**src/rtl/dtr_out_check.sv**
```systemverilog
// Output-side checker for the double-time-redundant datapath: compares the two
// consecutive copies of each result word, commits matches, flags mismatches.
module dtr_out_check #(
  parameter int unsigned WIDTH     = 8,
  parameter int unsigned CNT_W     = 8,
  parameter int unsigned MAX_RETRY = 3
) (
  input  logic             clk,
  input  logic             reset,
  input  logic [WIDTH-1:0] din,
  input  logic             substr,
  output logic [WIDTH-1:0] dout,
  output logic             dout_valid,
  output logic             fail,
  output logic [CNT_W-1:0] err_cnt,
  output logic             fatal
);

  localparam int unsigned RW = (MAX_RETRY < 2) ? 1 : $clog2(MAX_RETRY + 1);

  typedef enum logic {
    PH_A = 1'b0,
    PH_B = 1'b1
  } phase_t;

  phase_t           ph, ph_nxt;
  logic [WIDTH-1:0] copy_a;
  logic [RW-1:0]    retry, retry_inc;
  logic             cap, cmp, match;

  always_ff @(posedge clk or negedge reset) begin
    if (!reset) ph <= PH_A;
    else        ph <= ph_nxt;
  end

  // substr forces the next cycle back to copy A, resynchronising the pair
  always_comb begin
    ph_nxt    = ph;
    cap       = 1'b0;
    cmp       = 1'b0;
    match     = (din == copy_a);
    retry_inc = (retry == RW'(MAX_RETRY)) ? retry : retry + RW'(1);
    if (substr) begin
      ph_nxt = PH_A;
    end else begin
      case (ph)
        PH_A: begin
          cap    = 1'b1;
          ph_nxt = PH_B;
        end
        PH_B: begin
          cmp    = 1'b1;
          ph_nxt = PH_A;
        end
        default: ph_nxt = PH_A;
      endcase
    end
  end

  always_ff @(posedge clk or negedge reset) begin
    if (!reset) begin
      copy_a     <= '0;
      dout       <= '0;
      dout_valid <= 1'b0;
      fail       <= 1'b0;
      err_cnt    <= '0;
      retry      <= '0;
      fatal      <= 1'b0;
    end else begin
      dout_valid <= cmp && match;
      fail       <= cmp && !match;
      if (cap) copy_a <= din;
      if (cmp && match) begin
        dout  <= din;
        retry <= '0;
      end
      if (cmp && !match) begin
        if (err_cnt != '1) err_cnt <= err_cnt + CNT_W'(1);
        retry <= retry_inc;
        if (retry_inc == RW'(MAX_RETRY)) fatal <= 1'b1;
      end
    end
  end

endmodule

```
**config.mk**
```make
export PLATFORM = sky130hd
export DESIGN_NAME = dtr_out_check
export DESIGN_NICKNAME = d
export VERILOG_FILES = /design/src/rtl/dtr_out_check.sv
export SDC_FILE = /design/constraint.sdc
export NUM_CORES = 1
export LEC_CHECK = 0
export CORE_MARGIN = 3
export CORE_UTILIZATION = 40
export CTS_BUF_LIST = sky130_fd_sc_hd__clkbuf_8
export CTS_CLUSTER_SIZE = 8
export DETAILED_ROUTE_END_ITERATION = 12
export GPL_TIMING_DRIVEN = 0
export PLACE_DENSITY_LB_ADDON = 0.05
export RECOVER_POWER = 50
export SKIP_LAST_GASP = 1
export SLEW_MARGIN = 20
export SYNTH_ARGS = -nofsm -noshare
export SYNTH_HDL_FRONTEND = slang
export SYNTH_SLANG_ARGS = --single-unit
```
**constraint.sdc**
```tcl
create_clock -name clk -period 3.5 [get_ports clk]
set_input_delay 0.525 -clock clk [delete_from_list [all_inputs] [get_ports clk]]
set_output_delay 0.525 -clock clk [all_outputs]
set_load 0.03 [all_outputs]
```
==> impl_metrics.env <==
export IMPL_drive_gt1_frac=0.171
export IMPL_rrSetupSlack_ps=1730
export IMPL_syn_area_sq_um=1340
export IMPL_gp_congestion=0.772
export IMPL_timing_fmax_mhz=452
export IMPL_clock_sinks=30
export IMPL_r2r_start="copy_a[1]$_DFFE_PN0P_"
export IMPL_cp_num_cells=6
export IMPL_finalHoldViolCount=0
export IMPL_via_per_inst=4.91
export IMPL_final_cells=184
export IMPL_outcome="finished with violations"
export IMPL_min_period_ps=2210
export IMPL_finalWirelength_microns=2380
export IMPL_boundaryPins=30
export IMPL_area_growth_syn_to_layout_pct=33.6
export IMPL_path_class="in2reg"
export IMPL_fin_crit_sh=0.632
export IMPL_postCtsSetupRepairBufs=0
export IMPL_synth_area_per_cell_sq_um=13.0
export IMPL_ys_ff_latch=30
export IMPL_cellLeakagePower_nw=0.791
export IMPL_fp_dieH_microns=63.8
export IMPL_crit_path_start_kind="input pin"
export IMPL_core_area_sq_um=3130
export IMPL_r2r_end="dout[0]$_DFFE_PN0P_"
export IMPL_io_buffer_count=29
export IMPL_dp_hpwl_microns=1770
export IMPL_critical_path_top_delay_family="buffers and inverters"
export IMPL_fin_nets=151
export IMPL_endpoint_kind="flip-flop"
export IMPL_cp_num_buf_inv=2
export IMPL_ys_types=28
export IMPL_root_buffer="clkbuf_8"
export IMPL_p_per_area_nw_per_um2=574
export IMPL_grt_max_degree=31
export IMPL_synth_warnings=0
export IMPL_cts_htree_levels=2
export IMPL_irDropWorstVdd_v=0.000262
export IMPL_dpl_cell_area_sq_um=1680
export IMPL_antennaDiodeCount=0
export IMPL_slew_headroom=-0.0563
export IMPL_setup_viol=0
export IMPL_gr_usage_all_layers=0.141
export IMPL_violations="capacitance limit, slew limit"
export IMPL_critPathMaxStageDelay_ps=580
export IMPL_dp_cells=176
export IMPL_cts_buffer_depth=2
export IMPL_initial_utilization=0.427
export IMPL_crit_chain="dlygate4sd3_1 -> xor2_1 -> nor4_1 -> and3_1 -> buf_4 -> mux2_1"
export IMPL_postCtsResizedCells=0
export IMPL_wl_per_cell_microns=12.9
export IMPL_slowest_stage="dlygate4sd3_1"
export IMPL_antenna_found_initial=0
export IMPL_path_clk_slew_ps=60
export IMPL_hold_depth=1
export IMPL_endpoint="dout[0]$_DFFE_PN0P_"
export IMPL_drt_iter0_markers=72
export IMPL_startpoint="din[1]"
export IMPL_hold_buffers=0
export IMPL_dr_pass1_iters=4
export IMPL_rr_worst_depth=5
export IMPL_tightest_slew_ps=1580
export IMPL_final_max_slew_violation_count=31
export IMPL_p_total_w=0.00102
export IMPL_rsz0062_at_grt="false"
export IMPL_hp_class="reg2reg"
export IMPL_dieWidth_microns=63.8
export IMPL_overflow=0
export IMPL_drv_cap=1
export IMPL_dieArea_sq_um=4070
export IMPL_vias=904
export IMPL_ys_seq_area_frac=0.562
export IMPL_crit_arrival_ps=2370
export IMPL_worstPathRequired_ps=3660
export IMPL_ant_nets=0
export IMPL_syn_nets=115
export IMPL_num_rows=20
export IMPL_design_area_sq_um=1780
export IMPL_cts_made_buffers=5
export IMPL_drcViolationCount=0
export IMPL_fill_cells=263
export IMPL_setup_tns_ps=0
export IMPL_grt_pass1_vias=947
export IMPL_cts_tree="built"
export IMPL_grt_pass1_wl_microns=4370
export IMPL_postSynthCellCount=103
export IMPL_clock_latency_ps=280
export IMPL_path_max_fanout=10
export IMPL_skew_ps=2.92
## cells in the mapped netlist, drive strengths merged
master,count,area (sq um)
dfrtp,30,751
mux2,18,210
xor2,12,105
nor3,6,46.3
nor2,5,26.3
nand2,4,15.0
nand3,4,20.0
nor4,4,25.0
a21oi,2,10.0
and2,2,12.5
and3,2,12.5
buf,2,18.8
inv,2,7.51
o21ai,2,10.0
a211oi,1,7.51
a21o,1,7.51
a31oi,1,6.26
ha,1,12.5
mux2i,1,10.0
nand4,1,6.26
nor2b,1,6.26
or2b,1,8.76
## area by class of cell
cell class / count / area [sq um] / share of cell area
buffer: 2 / 18.8 / 0.0105
clock buffer: 8 / 110 / 0.0617
inverter: 2 / 7.51 / 0.00421
multi-input combinational: 69 / 558 / 0.313
sequential: 30 / 751 / 0.421
tap: 44 / 55.1 / 0.0309
timing repair buffer: 29 / 284 / 0.159
## power by group
part	internal, W	total, W	switching, W	leakage (nW)
registers	0.000398	0.000443	0.0000449	0.372
clock network	0.000198	0.000320	0.000122	0.0575
logic	0.000122	0.000262	0.000140	0.361
total	0.000718	0.00102	0.000307	0.791
## flip-flops by register name, indices dropped and copies added (netlist names)
signal	flops
copy_a	8
dout	8
dout_valid	1
err_cnt	8
fail	1
fatal	1
ph	1
retry	2
## through the flow
step	hold WS, ps	worst slack [ps]	utilization
6_report	455	1290	0.570
5_1_grt	497	1170	0.570
4_1_cts	308	1400	0.571
3_5_place_dp	448	1110	0.536
3_3_place_gp	440	1130	0.537
2_1_floorplan	229	1750	-
## how the worst min path moves through the flow
stage | slack [ps] | from | end
finish | 450 | fatal$_DFFE_PN0P_ | fatal$_DFFE_PN0P_
global route | 500 | fatal$_DFFE_PN0P_ | fatal$_DFFE_PN0P_
CTS | 310 | reset | copy_a[3]$_DFFE_PN0P_
detailed placement | 450 | fatal$_DFFE_PN0P_ | fatal$_DFFE_PN0P_
global placement | 440 | fatal$_DFFE_PN0P_ | fatal$_DFFE_PN0P_
floorplan | 230 | reset | copy_a[0]$_DFFE_PN0P_
## routing by layer
metal / global-route usage / wire [microns] / vias up
met5: 0 / 0 / -
met4: 0.0566 / 39 / 0
met3: 0.0545 / 167 / 6
met2: 0.235 / 1220 / 32
met1: 0.163 / 952 / 435
li1: - / - / 431
## placed cells by master, fill, tap and decap left out, drive strengths merged, types with 2 or more instances in the layout
| master | Yosys | layout |
|---|---|---|
| and3 | 2 | 2 |
| clkdlybuf4s50 | 0 | 25 |
| o21ai | 2 | 2 |
| clkbuf | 0 | 9 |
| buf | 2 | 2 |
| inv | 2 | 2 |
| mux2 | 18 | 18 |
| nor3 | 6 | 6 |
| nand3 | 4 | 4 |
| nor4 | 4 | 4 |
| dlygate4sd3 | 0 | 3 |
| nand2 | 4 | 4 |
| and2 | 2 | 2 |
| a21oi | 2 | 2 |
| xor2 | 12 | 12 |
| nor2 | 5 | 5 |
| dfrtp | 30 | 30 |
## cell families (layout without fill, tap and decap cells)
| family | Yosys count | in the layout | share of synthesized area |
|---|---|---|---|
| AND/OR/NAND/NOR | 30 | 30 | 0.134 |
| XOR/XNOR | 12 | 12 | 0.0787 |
| adder cells (fa/ha/maj) | 1 | 1 | 0.00937 |
| buffers and inverters | 4 | 41 | 0.0197 |
| multiplexers | 19 | 19 | 0.165 |
| AO/OA/AOI/OAI | 7 | 7 | 0.0309 |
| flip-flops | 30 | 30 | 0.562 |
Note: power is estimated with default switching activity, not from simulation.
